===== config.mk =====
export PLATFORM = sky130hd
export DESIGN_NAME = sound_dma_channel
export DESIGN_NICKNAME = d
export VERILOG_FILES = /design/src/rtl/sound_dma_channel.sv
export SDC_FILE = /design/constraint.sdc
export NUM_CORES = 1
export LEC_CHECK = 0
export BUFFER_PORTS_ARGS = -buffer_cell sky130_fd_sc_hd__buf_4
export CAP_MARGIN = 25
export CORE_AREA = 5 5 124 126
export CTS_CLUSTER_SIZE = 14
export DETAILED_ROUTE_END_ITERATION = 8
export DIE_AREA = 0 0 129 131
export SETUP_SLACK_MARGIN = 0.5
export SLEW_MARGIN = 10
export SYNTH_ARGS = -nofsm -noshare
export SYNTH_HDL_FRONTEND = slang
export SYNTH_SLANG_ARGS = --single-unit

===== constraint.sdc =====
create_clock -name clk -period 3.26 [get_ports clk]
set_clock_uncertainty 0.15 [all_clocks]
set_input_delay 0 -clock clk [delete_from_list [all_inputs] [get_ports clk]]
set_output_delay 0 -clock clk [all_outputs]
set_load 0.03 [all_outputs]

===== src/rtl/sound_dma_channel.sv =====
// Single 8-bit DMA channel (8237 subset) serving the Sound Blaster DSP requester.
// Playback reads memory to the device, record writes device bytes to memory.
module sound_dma_channel (
  input  logic        clk,
  input  logic        rst,
  input  logic [2:0]  io_address,
  input  logic        io_read,
  output logic [7:0]  io_readdata,
  input  logic        io_write,
  input  logic [7:0]  io_writedata,
  input  logic        dma_req,
  output logic        dma_ack,
  output logic        dma_terminal,
  output logic [7:0]  dma_readdata,
  input  logic [7:0]  dma_writedata,
  output logic [23:0] mem_address,
  output logic        mem_read,
  output logic        mem_write,
  output logic [7:0]  mem_writedata,
  input  logic        mem_waitrequest,
  input  logic        mem_readdatavalid,
  input  logic [7:0]  mem_readdata
);

  typedef enum logic [2:0] {
    S_IDLE = 3'd0,
    S_RD   = 3'd1,
    S_RDW  = 3'd2,
    S_WR   = 3'd3,
    S_ACK  = 3'd4,
    S_HOLD = 3'd5
  } state_t;

  state_t      r_state;
  logic [15:0] r_base_addr, r_cur_addr;
  logic [15:0] r_base_cnt,  r_cur_cnt;
  logic [7:0]  r_page;
  logic [2:0]  r_mode;
  logic        r_mask, r_tc;
  logic [23:0] r_mem_address;
  logic        r_mem_read, r_mem_write;
  logic        r_dma_ack, r_dma_terminal;
  logic [7:0]  r_dma_readdata;
  logic [15:0] w_step;

  assign w_step        = r_mode[1] ? 16'hFFFF : 16'h0001;
  assign mem_address   = r_mem_address;
  assign mem_read      = r_mem_read;
  assign mem_write     = r_mem_write;
  // Device data is passed straight through while the write is pending.
  assign mem_writedata = (r_state == S_WR) ? dma_writedata : 8'h00;
  assign dma_ack       = r_dma_ack;
  assign dma_terminal  = r_dma_terminal;
  assign dma_readdata  = r_dma_readdata;

  always_comb begin
    io_readdata = 8'h00;
    case (io_address)
      3'd0: io_readdata = r_cur_addr[7:0];
      3'd1: io_readdata = r_cur_addr[15:8];
      3'd2: io_readdata = r_page;
      3'd3: io_readdata = r_cur_cnt[7:0];
      3'd4: io_readdata = r_cur_cnt[15:8];
      3'd5: io_readdata = {5'b0, r_mode};
      3'd6: io_readdata = {7'b0, r_mask};
      default: io_readdata = {5'b0, r_mask, dma_req, r_tc};
    endcase
  end

  always_ff @(posedge clk) begin
    if (rst) begin
      r_state        <= S_IDLE;
      r_base_addr    <= 16'h0000;
      r_cur_addr     <= 16'h0000;
      r_base_cnt     <= 16'h0000;
      r_cur_cnt      <= 16'h0000;
      r_page         <= 8'h00;
      r_mode         <= 3'b000;
      r_mask         <= 1'b1;
      r_tc           <= 1'b0;
      r_mem_address  <= 24'h000000;
      r_mem_read     <= 1'b0;
      r_mem_write    <= 1'b0;
      r_dma_ack      <= 1'b0;
      r_dma_terminal <= 1'b0;
      r_dma_readdata <= 8'h00;
    end else begin
      // Clear first so a terminal count in the same cycle still sets tc.
      if (io_read && io_address == 3'd7) r_tc <= 1'b0;

      case (r_state)
        S_IDLE: begin
          if (dma_req && !r_mask) begin
            r_mem_address <= {r_page, r_cur_addr};
            if (r_mode[2]) begin
              r_mem_write <= 1'b1;
              r_state     <= S_WR;
            end else begin
              r_mem_read <= 1'b1;
              r_state    <= S_RD;
            end
          end
        end
        S_RD: begin
          if (!mem_waitrequest) begin
            r_mem_read <= 1'b0;
            r_state    <= S_RDW;
          end
        end
        S_RDW: begin
          if (mem_readdatavalid) begin
            r_dma_readdata <= mem_readdata;
            r_dma_ack      <= 1'b1;
            r_dma_terminal <= (r_cur_cnt == 16'h0000);
            r_state        <= S_ACK;
          end
        end
        S_WR: begin
          if (!mem_waitrequest) begin
            r_mem_write    <= 1'b0;
            r_dma_ack      <= 1'b1;
            r_dma_terminal <= (r_cur_cnt == 16'h0000);
            r_state        <= S_ACK;
          end
        end
        S_ACK: begin
          r_dma_ack      <= 1'b0;
          r_dma_terminal <= 1'b0;
          r_state        <= S_HOLD;
          if (r_dma_terminal && r_mode[0]) begin
            r_tc       <= 1'b1;
            r_cur_addr <= r_base_addr;
            r_cur_cnt  <= r_base_cnt;
          end else begin
            if (r_dma_terminal) begin
              r_tc   <= 1'b1;
              r_mask <= 1'b1;
            end
            r_cur_addr <= r_cur_addr + w_step;
            r_cur_cnt  <= r_cur_cnt - 16'h0001;
          end
        end
        default: r_state <= S_IDLE;
      endcase

      // CPU writes land last so they override a concurrent channel update.
      if (io_write) begin
        case (io_address)
          3'd0: begin r_base_addr[7:0]  <= io_writedata; r_cur_addr[7:0]  <= io_writedata; end
          3'd1: begin r_base_addr[15:8] <= io_writedata; r_cur_addr[15:8] <= io_writedata; end
          3'd2: r_page <= io_writedata;
          3'd3: begin r_base_cnt[7:0]   <= io_writedata; r_cur_cnt[7:0]   <= io_writedata; end
          3'd4: begin r_base_cnt[15:8]  <= io_writedata; r_cur_cnt[15:8]  <= io_writedata; end
          3'd5: r_mode <= io_writedata[2:0];
          3'd6: r_mask <= io_writedata[0];
          default: ;
        endcase
      end
    end
  end

endmodule


==> flow_summary_export.csv <==
group,metric,value,unit
routing,wl,21000,µm
timing,slew_headroom,35.1,%
setup_path,worst-setup-path-type,"flip-flop to flip-flop",
clock_tree,cts.clk_slew.worst_paths,0.06,ns
timing,finalCritPeriodShare,79.7,%
place,dp_cells,1032,
synthesis,yosysTopAreaCell,"dfxtp_1",
timing,worst_pin_slew,0.974,ns
finish,layout_commonest_cell,"nand2_1",
clock_tree,cts-buffers-inserted,17,
place,dp.final_hpwl,14500,µm
place,io_buffer_count,85,
routing,routed-via-count,6459,
global_routing,grt_max_degree,66,
timing,layout_min_cycle_time,2.60,ns
routing,ant_nets,0,
synthesis,synth-seq-area-share,37.5,%
finish,final_cell_area,7940,µm²
clock_tree,root_buffer,"clkbuf_16",
hold_path,hold_start,"dma_writedata[4]",
die,die_w,129,µm
timing,finalHoldViolations,0,
global_routing,antenna_found_initial,0,
clock_tree,cts_buffer_depth,2,
setup_path,worst_setup_path_end_kind,"flip-flop",
global_routing,use_met1,32.8,%
finish,finalNonFillerCells,1100,
finish,drive_above_1_share,16.6,%
synthesis,synthDistinctLibCells,63,
synthesis,synth_cells,809,
synthesis,yosysWarnings,0,
global_routing,use_met2,41.7,%
clock_tree,post_cts_buffers,0,
timing,fmaxAchievable,0.385,GHz
clock_tree,clk_latency,0.42,ns
die,die_h,131,µm
setup_path,ff2ff_setup_slack,0.66,ns
status,run_status,"finished clean",
timing,fin_setup_tns,0,ns
global_routing,grt_pass1_vias,6024,
power_and_ir_drop,total_power,3620,µW
setup_path,start_kind,"flip-flop",
setup_path,slowest_delay,0.50,ns
global_routing,grt_usage,25.0,%
clock_tree,clock_sinks,116,
finish,utilization,55.9,%
setup_path,cp.required,3.40,ns
synthesis,yosys.area.top_type_share,37.5,%
hold_path,holdPathStages,3,
routing,dr.pass1.iters,7,
synthesis,ys_async_sr_fraction,0,%
synthesis,avgSynthCellArea,7.65,µm²
setup_path,path_cells,"fa_1, a21o_1, a221oi_1, nor3_1, o311a_1, a2111oi_0",
setup_path,cp-startpoint,"r_cur_addr[0]",
routing,drt_iter0_markers,473,
finish,fillers,1370,
die,io_pins,86,
synthesis,synth_ff_type,"dfxtp_1",
power_and_ir_drop,ir_worst_vdd,337,µV
job,maxCapViolCount,0,
global_routing,grt_pass1_wl,32900,µm
power_and_ir_drop,p_per_area,456,nW/µm²
die,start_util,43.6,%
synthesis,yosys-top-cells-area,"dfxtp_1, nand2_1, a21oi_1",
finish,layout_common_cells,"nand2_1, dfxtp_1, a21oi_1",
die,dieArea,16900,µm²
setup_path,cp.arrival,2.74,ns
setup_path,worst-r2r-cell-count,6,
die,core_area,14200,µm²
synthesis,syn-num-nets,860,
die,rows,44,
finish,nNetsFinal,954,
synthesis,synth_edf_count,0,
finish,syn_to_final_growth,28.2,%
power_and_ir_drop,p_leak,0.00304,µW
setup_path,cp_slowest_cell,"fa_1",
routing,drcViolationCount,0,
global_routing,grt_overflow,0,
routing,vias_per_cell,5.87,
clock_tree,cts_tree,"yes",
finish,antennaDiodeCount,0,
hold_path,hp-class,"input pin to output pin",
timing,setup_violations,0,
global_routing,grt-busiest-layer,"met2",
clock_tree,htree_levels,4,
place,place_congestion,0.934,
timing,report.final.slew_viol_count,0,
synthesis,synth_area,6190,µm²
global_routing,met3_usage,4.47,%
routing,wl_per_cell,19.1,µm
setup_path,rr_startpoint,"r_cur_addr[0]",
synthesis,ys_ff_latch,116,
timing,rsz0062_at_grt,"false",
setup_path,cp_max_fo,7,
place,placed_area,6980,µm²
registers in the layout, summed over array words and instances, names as in the netlist, 3 cells and up:
signal	count
r_page	8
r_state	3
r_base_addr	16
r_mode	3
dma_readdata	8
r_cur_cnt	16
mem_address	24
r_cur_addr	16
r_base_cnt	16
cells in the mapped netlist, drive strengths merged (3+ instances only):
cell type and count:
ha 16, o32ai 4, buf 4, mux2i 23, o211ai 17, nor4 4
a221oi 7, o22ai 9, o2111ai 3, a2111oi 5, a21oi 102, and2 4
or3 12, o21ai 29, xor2 3, xnor2 8, nand3 10, dfxtp 116
a21o 5, a311oi 6, a211o 3, nor2b 6, nand4 6, nor2 64
inv 10, o31ai 7, o21a 5, a22oi 10, a211oi 8, a31oi 6
and3 13, nor3 16, mux2 7, nand2 168, or4 5, clkbuf 57
layout make-up:
type                    instances  area, µm²  share of cell area (%)
well taps                     184        230                    2.90
multi-input cells             622       3630                    45.8
clock inverters                15        160                    2.02
clock buffers                  17        425                    5.36
repair buffers                136       1120                    14.2
flip-flops and latches        116       2330                    29.3
inverters                      10       37.5                   0.473
report_power, final:
part | switching, µW | internal (µW) | total [µW]
clock | 776 | 1090 | 1860
combinational | 175 | 125 | 300
sequential | 23.8 | 1440 | 1460
per-stage QoR:
step | setup WS, ns | hold WS (ns)
after floorplan | 0.538 | -0.0414
after global placement | 0.443 | 0.0848
after detailed placement | 0.331 | 0.101
after CTS | 0.591 | 0.213
after global routing | 0.569 | 0.232
final | 0.661 | 0.212
final timing paths:
| kind | to |
|---|---|
| worst min-delay path | mem_writedata[4] |
| worst max-delay path | r_cur_addr[12] |
| worst min register to register | r_base_cnt[15] |
| worst max register to register | r_cur_addr[12] |
cell families (layout without fill, tap and decap cells):
family	count (synthesis)	after routing	synth area share (%)
AO/OA/AOI/OAI	241	241	24.6
XOR/XNOR	11	11	1.56
adder cells (fa/ha/maj)	17	17	3.56
buffers and inverters	71	178	4.32
flip-flops	116	116	37.5
multiplexers	30	30	4.99
AND/OR/NAND/NOR	323	323	23.5
layer usage:
layer	vias to the layer above	share of wire, %	wire (µm)
li1	3108	-	-
met1	3085	43	8950
met2	227	49	10300
met3	39	5.9	1240
met4	0	2.0	412
met5	-	0	0
critical path, delay by kind of cell (launching register included):
family / cells / cell delay [ns]
compound gates: 4 / 1.27
flops: 1 / 0.43
fa+ha+maj: 1 / 0.50
simple gates: 1 / 0.12
timing repair:
| item | in CTS | in global routing |
|---|---|---|
| hold endpoints to repair | 106 | 0 |
| gates cloned | 0 | 0 |
| pin swaps | 0 | 0 |
| hold buffers | 35 | 0 |
| endpoints found under the setup margin | 3 | 4 |
| gates resized for setup | 1 | 3 |
(Power assumes the default switching activity.)
